$ cat config.mk
export PLATFORM = sky130hd
export DESIGN_NAME = bus_dma_copy
export DESIGN_NICKNAME = d
export VERILOG_FILES = /design/src/rtl/bus_dma_pkg.sv /design/src/rtl/bus_dma_copy.sv
export SDC_FILE = /design/constraint.sdc
export NUM_CORES = 1
export LEC_CHECK = 0
export CAP_MARGIN = 20
export CORE_MARGIN = 1
export CORE_UTILIZATION = 40
export CTS_CLUSTER_SIZE = 10
export DETAILED_ROUTE_END_ITERATION = 10
export GPL_TIMING_DRIVEN = 0
export PLACE_DENSITY_LB_ADDON = 0.12
export RECOVER_POWER = 50
export SETUP_SLACK_MARGIN = 0.1
export SYNTH_ARGS = -nofsm -noshare
export SYNTH_HDL_FRONTEND = slang
export SYNTH_SLANG_ARGS = --single-unit
$ cat constraint.sdc
create_clock -name clk_i -period 5.65 [get_ports clk_i]
set_input_delay 1.695 -clock clk_i [delete_from_list [all_inputs] [get_ports clk_i]]
set_output_delay 1.695 -clock clk_i [all_outputs]
set_load 0.05 [all_outputs]
$ cat src/rtl/bus_dma_pkg.sv
// Shared definitions for the word-copy DMA engine: FSM state encoding and the
// constant byte-enable pattern driven on every bus access.
package bus_dma_pkg;

    typedef enum logic [2:0] {
        ST_IDLE    = 3'd0,
        ST_RD_REQ  = 3'd1,
        ST_RD_WAIT = 3'd2,
        ST_WR_REQ  = 3'd3,
        ST_DONE    = 3'd4
    } dma_state_e;

    localparam logic [3:0] BUS_BE_FULL = 4'hf;

endpackage

$ cat src/rtl/bus_dma_copy.sv
// Word-copy DMA engine: moves len_bi 32-bit words from src to dst over a req/ack/resp bus.
// Optional BUS_DMA_COPY_FILL_EN adds a fill mode that writes a constant word instead of copying.
module bus_dma_copy
    import bus_dma_pkg::*;
#(
    parameter int LEN_W = 16
) (
    input  logic             clk_i,
    input  logic             rst_i,
    input  logic             start_i,
    input  logic [31:0]      src_addr_bi,
    input  logic [31:0]      dst_addr_bi,
    input  logic [LEN_W-1:0] len_bi,
`ifdef BUS_DMA_COPY_FILL_EN
    input  logic             fill_i,
    input  logic [31:0]      fill_data_bi,
`endif
    output logic             busy_o,
    output logic             done_o,
    output logic             bus_req_o,
    output logic             bus_we_o,
    output logic [31:0]      bus_addr_bo,
    output logic [3:0]       bus_be_bo,
    output logic [31:0]      bus_wdata_bo,
    input  logic             bus_ack_i,
    input  logic             bus_resp_i,
    input  logic [31:0]      bus_rdata_bi
);

    dma_state_e       state_q, state_d;
    logic [31:0]      src_q, src_d;
    logic [31:0]      dst_q, dst_d;
    logic [LEN_W-1:0] rem_q, rem_d;
    logic [31:0]      data_q, data_d;
`ifdef BUS_DMA_COPY_FILL_EN
    logic             fill_q, fill_d;
`endif

    always_ff @(posedge clk_i or posedge rst_i) begin
        if (rst_i) begin
            state_q <= ST_IDLE;
            src_q   <= '0;
            dst_q   <= '0;
            rem_q   <= '0;
            data_q  <= '0;
`ifdef BUS_DMA_COPY_FILL_EN
            fill_q  <= 1'b0;
`endif
        end else begin
            // NOTE: non-blocking assignments so every register samples the pre-edge values.
            state_q <= state_d;
            src_q   <= src_d;
            dst_q   <= dst_d;
            rem_q   <= rem_d;
            data_q  <= data_d;
`ifdef BUS_DMA_COPY_FILL_EN
            fill_q  <= fill_d;
`endif
        end
    end

    always_comb begin
        // NOTE: hold-current defaults first, so no path through the case infers a latch.
        state_d = state_q;
        src_d   = src_q;
        dst_d   = dst_q;
        rem_d   = rem_q;
        data_d  = data_q;
`ifdef BUS_DMA_COPY_FILL_EN
        fill_d  = fill_q;
`endif
        unique case (state_q)
            ST_IDLE: begin
                if (start_i) begin
                    src_d = src_addr_bi & 32'hffff_fffc;
                    dst_d = dst_addr_bi & 32'hffff_fffc;
                    rem_d = len_bi;
`ifdef BUS_DMA_COPY_FILL_EN
                    fill_d = fill_i;
                    if (fill_i) data_d = fill_data_bi;
                    if (len_bi == '0)  state_d = ST_DONE;
                    else if (fill_i)   state_d = ST_WR_REQ;
                    else               state_d = ST_RD_REQ;
`else
                    state_d = (len_bi == '0) ? ST_DONE : ST_RD_REQ;
`endif
                end
            end
            ST_RD_REQ: begin
                if (bus_ack_i) state_d = ST_RD_WAIT;
            end
            ST_RD_WAIT: begin
                if (bus_resp_i) begin
                    data_d  = bus_rdata_bi;
                    state_d = ST_WR_REQ;
                end
            end
            ST_WR_REQ: begin
                if (bus_ack_i) begin
                    src_d = src_q + 32'd4;
                    dst_d = dst_q + 32'd4;
                    rem_d = rem_q - LEN_W'(1);
                    if (rem_q == LEN_W'(1)) state_d = ST_DONE;
`ifdef BUS_DMA_COPY_FILL_EN
                    else if (fill_q)        state_d = ST_WR_REQ;
`endif
                    else                    state_d = ST_RD_REQ;
                end
            end
            ST_DONE:  state_d = ST_IDLE;
            default:  state_d = ST_IDLE;
        endcase
    end

    // Bus outputs derive only from state and registers, so they stay frozen while waiting for ack.
    assign busy_o       = (state_q != ST_IDLE);
    assign done_o       = (state_q == ST_DONE);
    assign bus_req_o    = (state_q == ST_RD_REQ) || (state_q == ST_WR_REQ);
    assign bus_we_o     = (state_q == ST_WR_REQ);
    assign bus_addr_bo  = (state_q == ST_WR_REQ) ? dst_q : src_q;
    assign bus_wdata_bo = data_q;
    assign bus_be_bo    = BUS_BE_FULL;

endmodule

# After elaboration in Yosys (flattened, before gate mapping)
# Index checks and enable logic that the tools add are counted.
dict set report classes {
  n_mul 0
  mux 17
  n_lt_le_gt_ge 0
  n_bitwise 0
  shifts 0
  eq_ne 9
  n_reduce_logical 8
  n_div 0
  add_sub_neg 3
}
# op count
set ops {}
lappend ops {{2-to-1 mux 32 bit} 5}
lappend ops {{one-hot mux 32 bit (2 select lines)} 2}
lappend ops {{adder 32 x 3 -> 32 bit, second input constant} 2}
lappend ops {{2-to-1 mux 16 bit} 2}
lappend ops {{one-hot mux 16 bit (2 select lines)} 1}
lappend ops {{2-to-1 mux 3 bit} 6}
lappend ops {{equality test 16 x 1 -> 1 bit, second input constant} 1}
lappend ops {{zero test 16 bit} 1}
lappend ops {{subtractor 16 x 1 -> 16 bit, second input constant} 1}
lappend ops {{one-hot mux 3 bit (4 select lines)} 1}
lappend ops {{equality test 3 x 2 -> 1 bit, second input constant} 2}
lappend ops {{!= test 2 bit, second input constant} 3}
lappend ops {{AND reduction 4 bit} 1}
lappend ops {{equality test 3 x 1 -> 1 bit, second input constant} 1}
lappend ops {{equality test 3 bit, second input constant} 1}
lappend ops {{zero test 3 bit} 1}
lappend ops {{AND reduction 3 bit} 1}
lappend ops {{nonzero test 3 bit} 1}
lappend ops {{!= test 2 x 1 -> 1 bit, second input constant} 1}
lappend ops {{AND reduction 2 bit} 1}
lappend ops {{nonzero test 2 bit} 1}
lappend ops {{logical OR 1 bit} 1}
dict set report totals {
  mem_count 0
  latchBits 0
  wordCells 42
  output_inout_bits 72
  input_bits 117
  ram_bits 0
  romBits 0
  register_bits 115
}

# Logic depth before layout (Yosys ltp)
# Gate-level depths: netlist of the first run.
dict set report depth {
  ltp_word 4
  ltp_mapped 9
  depth_no_buf 7
}

# Worst setup path before layout of the first run
# Ideal clock, no wire load.
dict set report synth_path {
  path_type {register to output}
  start {register state_q[1]}
  end {output bus_addr_bo[11]}
  stages_incl_launch_ff 8
  arrival_ps 2417
  slack_ps 1538
  n_path_buf 4
  path_cell_list {dfrtp_1 > buf_2 > nand3b_1 > inv_2 > buf_2 > buf_2 > clkbuf_1 > o21ai_0}
}
dict set report synth_via {
  elab_chain_len 2
}
# item line_no
set synth_rtl {}
lappend synth_rtl {{start, declared} bus_dma_copy.sv:30} ;# dma_state_e state_q, state_d;
lappend synth_rtl {{start signal, assigned} bus_dma_copy.sv:51} ;# state_q <= state_d;
lappend synth_rtl {{equality test 3 x 2 -> 1 bit} bus_dma_copy.sv:120} ;# assign bus_addr_bo = (state_q == ST_WR_REQ) ? dst_q : src_q;
lappend synth_rtl {{2-to-1 mux 32 bit} bus_dma_copy.sv:120}
lappend synth_rtl {{end, declared} bus_dma_copy.sv:22} ;# output logic [31:0] bus_addr_bo,
# No other way between the ends.

# Final worst setup path of the first run
dict set report layout_path {
  start {register state_q[2]}
  end {output bus_addr_bo[13]}
}
# Same word-level chain as after synthesis.

==> results.py, run 1 <==
metrics = {
    "timing": {
        "drv_slew": 87,
        "fin_hold_ws_ns": 0.485,
        "hold_viol": 0,
        "rsz0062_at_grt": "no",
        "worst_pin_slew_ns": 2.30,
        "min_period_ns": 5.21,
        "setup_violations": 0,
        "fmax_ghz": 0.192,
        "fin_crit_sh": 0.923,
        "finalSetupTns_ns": 0,
        "skew_ns": 0.0131,
        "slew_headroom": -0.533,
    },
    "worst_hold_path": {
        "min_path_type": "reg -> reg",
    },
    "logic_synthesis": {
        "yosysTopAreaCellShare": 0.424,
        "synth_area_leader_cell": "dfrtp_1",
        "synthMostInstantiatedCell": "nand2_1",
        "ys_ff_latch": 111,
        "postSynth.asyncResetShare": 1.00,
        "synth_warnings": 0,
        "ys_seq_area_frac": 0.424,
        "netlist_top_cells_count": "nand2_1 (129), dfrtp_1 (111), a21oi_1 (78)",
        "syn_inst": 774,
        "synth_edf_count": 0,
        "synthDistinctLibCells": 61,
        "synth_area_um2": 6550,
        "synth_area_leaders": "dfrtp_1 (42%), nand2_1 (7.4%), a21oi_1 (6.0%)",
        "syn_avg_cell_area_um2": 8.46,
        "synth-main-ff-cell": "dfrtp_1",
    },
    "routing": {
        "drtPass1Iterations": 5,
        "routed_wirelength_mm": 23.5,
        "ant_nets": 0,
        "drt_iter0_drc": 626,
        "drc": 0,
        "routed_via_density": 5.90,
        "wire_per_inst_um": 19.7,
        "num_vias": 7036,
    },
    "cells_and_area": {
        "multi_input_area_um2": 3450,
        "drive_gt1_frac": 0.0829,
        "final_nets": 1093,
        "finalInstanceArea_um2": 8920,
        "syn_to_final_growth_pct": 36.2,
        "fin_cells": 1193,
        "fillCellCount": 1558,
        "antennaDiodeCount": 0,
        "register_area_um2": 2780,
    },
    "cts": {
        "cts_buffers": 9,
        "clock_latency_ns": 0.37,
        "clk_pin_slew_ns": 0.08,
        "cts_buffer_depth": 2,
        "cts_sinks": 111,
        "cts_resized": 0,
        "cts_tree": "done",
        "htreeDepth": 3,
        "root_buffer": "clkbuf_16",
    },
    "die": {
        "start_util": 0.411,
        "core-area_um2": 15900,
        "dieArea_um2": 16900,
        "die_w_um": 130,
        "dieHeight_um": 130,
        "io_pins": 189,
        "rows": 46,
    },
    "worst_setup_path": {
        "crit_path_end_kind": "output pin",
        "critPathMaxFanout": 10,
        "path_class": "reg -> out",
        "cp.arrival_ns": 3.52,
        "crit_required_ns": 3.95,
        "startpoint_type": "flop",
    },
    "pwr": {
        "p_leak_nw": 3.56,
        "worst_ir_drop_vdd_v": 0.000353,
        "fin_total_pwr_w": 0.00618,
        "power_density_nw_per_um2": 693,
    },
    "global_routing": {
        "grt_use_total": 0.286,
        "grt-ovfl-total": 0,
        "grt_max_degree": 87,
        "grt_pass1_wl_mm": 36.5,
        "antenna_found_initial": 0,
        "grt_pass1_vias": 6730,
    },
    "place": {
        "post_dp_cell_area_um2": 8650,
        "port_buffers": 178,
        "gp_congestion": 0.906,
        "dp.cells": 1173,
        "hpwlAfterDp_mm": 16.8,
    },
    "status": {
        "status": "finished with violations",
        "violations": "max-capacitance violations, max-slew violations",
    },
    "job": {
        "cap_violations": 1,
    },
}
[worst paths after layout]
path | cells past startpoint | start | slack [ns] | end
worst min-delay path | 1 | bus_wdata_bo[2] | 0.48 | bus_wdata_bo[2]
worst min register to register | 1 | bus_wdata_bo[2] | 0.48 | bus_wdata_bo[2]
worst max-delay path | 9 | state_q[2] | 0.44 | bus_addr_bo[13]
min in group asynchronous | 2 | rst_i | 2.00 | bus_wdata_bo[26]
worst max register to register | 4 | state_q[0] | 3.02 | bus_wdata_bo[7]
max in group asynchronous | 3 | rst_i | 0.90 | src_q[9]
[critical path, stage by stage (launching register included)]
cell and delay (ns):
dfrtp_1 0.38, buf_2 0.17, nand3b_1 0.36, inv_2 0.12
buf_2 0.22, buf_2 0.32, clkbuf_1 0.50, nand2_1 0.09
o21ai_0 0.12, clkdlybuf4s50_1 0.85
[registers in the layout, indices dropped and copies added, names as in the netlist]
name,cells
bus_wdata_bo,32
dst_q,30
rem_q,16
src_q,30
state_q,3
[final cells by class]
class                      count  share of cell area
multi-input combinational    594               0.387
buffer                        62              0.0314
clock buffer                  10              0.0257
tap                          216              0.0303
sequential                   111               0.311
clock inverter                 6             0.00519
timing repair buffer         183               0.204
inverter                      11             0.00477
[cell families after synthesis]
family | Yosys count | synth area share
simple gates | 328 | 0.246
compound gates | 219 | 0.209
flops | 111 | 0.424
buf+inv | 73 | 0.0497
mux | 36 | 0.0611
fa+ha+maj | 4 | 0.00764
other cells | 2 | 0.00115
xor+xnor | 1 | 0.00134
[per-layer routing]
metal | share of wire | vias to the layer above | global-route usage
met4 | 0.033 | 0 | 0.112
met1 | 0.41 | 3347 | 0.376
met2 | 0.45 | 391 | 0.449
met3 | 0.11 | 62 | 0.0742
met5 | 0 | - | 0
li1 | - | 3236 | -
[stage by stage]
step	utilization	worst slack (ns)
6_report	0.559	0.436
5_1_grt	0.559	0.276
4_1_cts	0.560	0.255
3_5_place_dp	0.542	0.662
3_3_place_gp	0.540	-0.937
2_1_floorplan	-	1.02
[report_power, final]
| part | internal [W] | switching (W) |
|---|---|---|
| Clock | 0.000303 | 0.000324 |
| Sequential | 0.00119 | 0.000397 |
| Combinational | 0.00133 | 0.00263 |
[what timing repair did]
action,CTS,global route
endpoints found under the setup margin,0,10
setup buffers,0,4
hold buffers,0,0
[cells in the final DEF (no fill, tap or decap), types with 19 or more instances in the layout]
cell type        netlist  final
dfrtp_1              111    111
nor2_1                65     65
o22ai_1               26     26
clkdlybuf4s50_1        0    153
o21ai_0               36     36
clkbuf_1              24     28
a21oi_1               78     78
mux2_2                24     24
nand2_1              129    129
dlygate4sd3_1          0     25
nand4_1               19     19
nand3_1               30     30
buf_2                 23     20
Note: power is estimated with default switching activity, not from simulation.
==> run 2, diff against run 1 <==
CTS_BUF_LIST = sky130_fd_sc_hd__clkbuf_4 sky130_fd_sc_hd__clkbuf_8   (was unset)
==> run 2 against run 1 <==
- the flow still finishes with violations (max-capacitance violations, max-slew violations)
- sequential share of layout area rose by 0.34 points
- clock power fell by 23%
- critical endpoint is now bus_addr_bo[19]
- die area did not move
==> results.py, run 2 (synthesized netlist as in run 1, its figures left out) <==
metrics = {
    "global_routing": {
        "antenna_found_initial": 0,
        "grt_pass1_wl_mm": 36.4,
        "grt_pass1_vias": 6742,
        "grt_use_total": 0.285,
        "grt-ovfl-total": 0,
        "grt_max_degree": 87,
    },
    "timing": {
        "skew_ns": 0.0182,
        "fin_hold_ws_ns": 0.498,
        "min_period_ns": 5.25,
        "finalSetupTns_ns": 0,
        "hold_viol": 0,
        "rsz0062_at_grt": "no",
        "worst_pin_slew_ns": 2.30,
        "fmax_ghz": 0.191,
        "setup_violations": 0,
        "slew_headroom": -0.531,
        "drv_slew": 87,
        "fin_crit_sh": 0.929,
    },
    "cts": {
        "root_buffer": "clkbuf_8",
        "cts_sinks": 111,
        "clock_latency_ns": 0.42,
        "postCtsHoldBufs": 0,
        "cts_tree": "done",
        "cts_resized": 0,
        "cts_buffer_depth": 2,
        "cts_buffers": 9,
        "clk_pin_slew_ns": 0.11,
        "htreeDepth": 3,
    },
    "routing": {
        "drc": 0,
        "wire_per_inst_um": 19.7,
        "ant_nets": 0,
        "routed_via_density": 5.91,
        "routed_wirelength_mm": 23.5,
        "num_vias": 7050,
        "drt_iter0_drc": 653,
        "drtPass1Iterations": 6,
    },
    "die": {
        "rows": 46,
        "io_pins": 189,
        "dieHeight_um": 130,
        "core-area_um2": 15900,
        "dieArea_um2": 16900,
        "die_w_um": 130,
        "start_util": 0.411,
    },
    "worst_setup_path": {
        "worst_r2r_path_depth": 4,
        "cp.arrival_ns": 3.55,
        "crit_path_end_kind": "output pin",
        "reg2reg_slack_ns": 2.99,
        "path_class": "reg -> out",
        "crit_required_ns": 3.95,
        "critPathMaxFanout": 10,
        "r2r_start": "state_q[0]",
        "startpoint": "state_q[2]",
        "crit_path_end": "bus_addr_bo[19]",
        "startpoint_type": "flop",
        "reg2reg_to": "bus_wdata_bo[7]",
    },
    "cells_and_area": {
        "finalInstanceArea_um2": 8820,
        "layout_common_cells": "clkdlybuf4s50_1 (173), nand2_1 (129), dfrtp_1 (111)",
        "fillCellCount": 1573,
        "final_nets": 1093,
        "final_common_cell": "clkdlybuf4s50_1",
        "antennaDiodeCount": 0,
        "drive_gt1_frac": 0.0839,
        "syn_to_final_growth_pct": 34.7,
        "largest_reg_flops": 32,
    },
    "pwr": {
        "p_sw_frac": 0.552,
        "power_frac_clock": 0.079,
        "power_frac_seq": 0.263,
        "worst_ir_drop_vdd_v": 0.000330,
        "power_frac_comb": 0.658,
        "power_density_nw_per_um2": 688,
        "switching_power_w": 0.00335,
        "p_leak_nw": 3.51,
        "p_int_w": 0.00272,
    },
    "worst_hold_path": {
        "min_path_type": "reg -> reg",
    },
    "status": {
        "status": "finished with violations",
        "violations": "max-capacitance violations, max-slew violations",
    },
    "job": {
        "cap_violations": 1,
    },
    "place": {
        "gp_congestion": 0.906,
        "port_buffers": 178,
        "hpwlAfterDp_mm": 16.8,
        "post_dp_cell_area_um2": 8650,
    },
}
[run 2: changes by cell type in the layout (fill, tap and decap cells not counted)]
cell,previous run,this run
clkbuf_8,0,9
clkbuf_1,28,27
clkbuf_4,0,1
clkdlybuf4s50_1,153,173
dlygate4sd3_1,25,5
clkbuf_16,9,0
[run 2: repair_timing]
action | CTS | global route
buffers inserted | 0 | 4
setup endpoints to repair | 0 | 16
hold endpoints to repair | 0 | 0
[run 2: layout make-up]
class | count | area [um^2] | area share
Sequential cell | 111 | 2780 | 0.315
Buffer | 62 | 280 | 0.0318
Clock buffer | 10 | 131 | 0.0149
Clock inverter | 6 | 46.3 | 0.00525
Timing Repair Buffer | 183 | 1820 | 0.206
Multi-Input combinational cell | 594 | 3450 | 0.392
Inverter | 11 | 42.5 | 0.00482
Tap cell | 216 | 270 | 0.0306
[run 2: critical path, cell delays in order (launching register included)]
cell and delay, ns:
dfrtp_1 0.39, buf_2 0.17, nand3b_1 0.35, inv_2 0.12, buf_2 0.22, clkbuf_1 0.49, buf_2 0.40, nand2_1 0.11
nand2_1 0.08, clkdlybuf4s50_1 0.80
[run 2: metrics by stage]
step                      total power [W]  worst slack [ns]  instances  utilization
after floorplan                   0.00417              1.02        778            -
after global placement            0.00549            -0.937       1172        0.540
after detailed placement          0.00553             0.662       1173        0.542
after CTS                         0.00601             0.191       1189        0.554
after global routing              0.00640             0.215       1193        0.553
final                             0.00606             0.404       1193        0.553
[run 2: worst min path at each step]
| stage | startpoint | endpoint | slack, ns | cells after the start |
|---|---|---|---|---|
| floorplan | dst_q[16] | dst_q[16] | 0.48 | 1 |
| global placement | bus_wdata_bo[1] | bus_wdata_bo[1] | 0.47 | 1 |
| detailed placement | bus_wdata_bo[6] | bus_wdata_bo[6] | 0.47 | 1 |
| CTS | bus_wdata_bo[5] | bus_wdata_bo[5] | 0.50 | 1 |
| global route | bus_wdata_bo[5] | bus_wdata_bo[5] | 0.53 | 1 |
| finish | bus_wdata_bo[5] | bus_wdata_bo[5] | 0.50 | 1 |
[run 2: power groups by stage]
| stage | sequential, W | clock, W | combinational (W) |
|---|---|---|---|
| after floorplan | 0.00190 | 0 | 0.00227 |
| after global placement | 0.00158 | 0 | 0.00392 |
| after detailed placement | 0.00159 | 0 | 0.00394 |
| after CTS | 0.00157 | 0.000486 | 0.00395 |
| after global routing | 0.00165 | 0.000511 | 0.00424 |
| final | 0.00159 | 0.000479 | 0.00399 |
[run 2: per-layer routing]
| metal | part of all wire | global-route usage | wire length (um) | vias up |
|---|---|---|---|---|
| met5 | 0 | 0 | 0 | - |
| met4 | 0.029 | 0.116 | 682 | 0 |
| met3 | 0.099 | 0.0795 | 2340 | 49 |
| met2 | 0.45 | 0.447 | 10700 | 398 |
| met1 | 0.42 | 0.373 | 9820 | 3379 |
| li1 | - | - | - | 3224 |
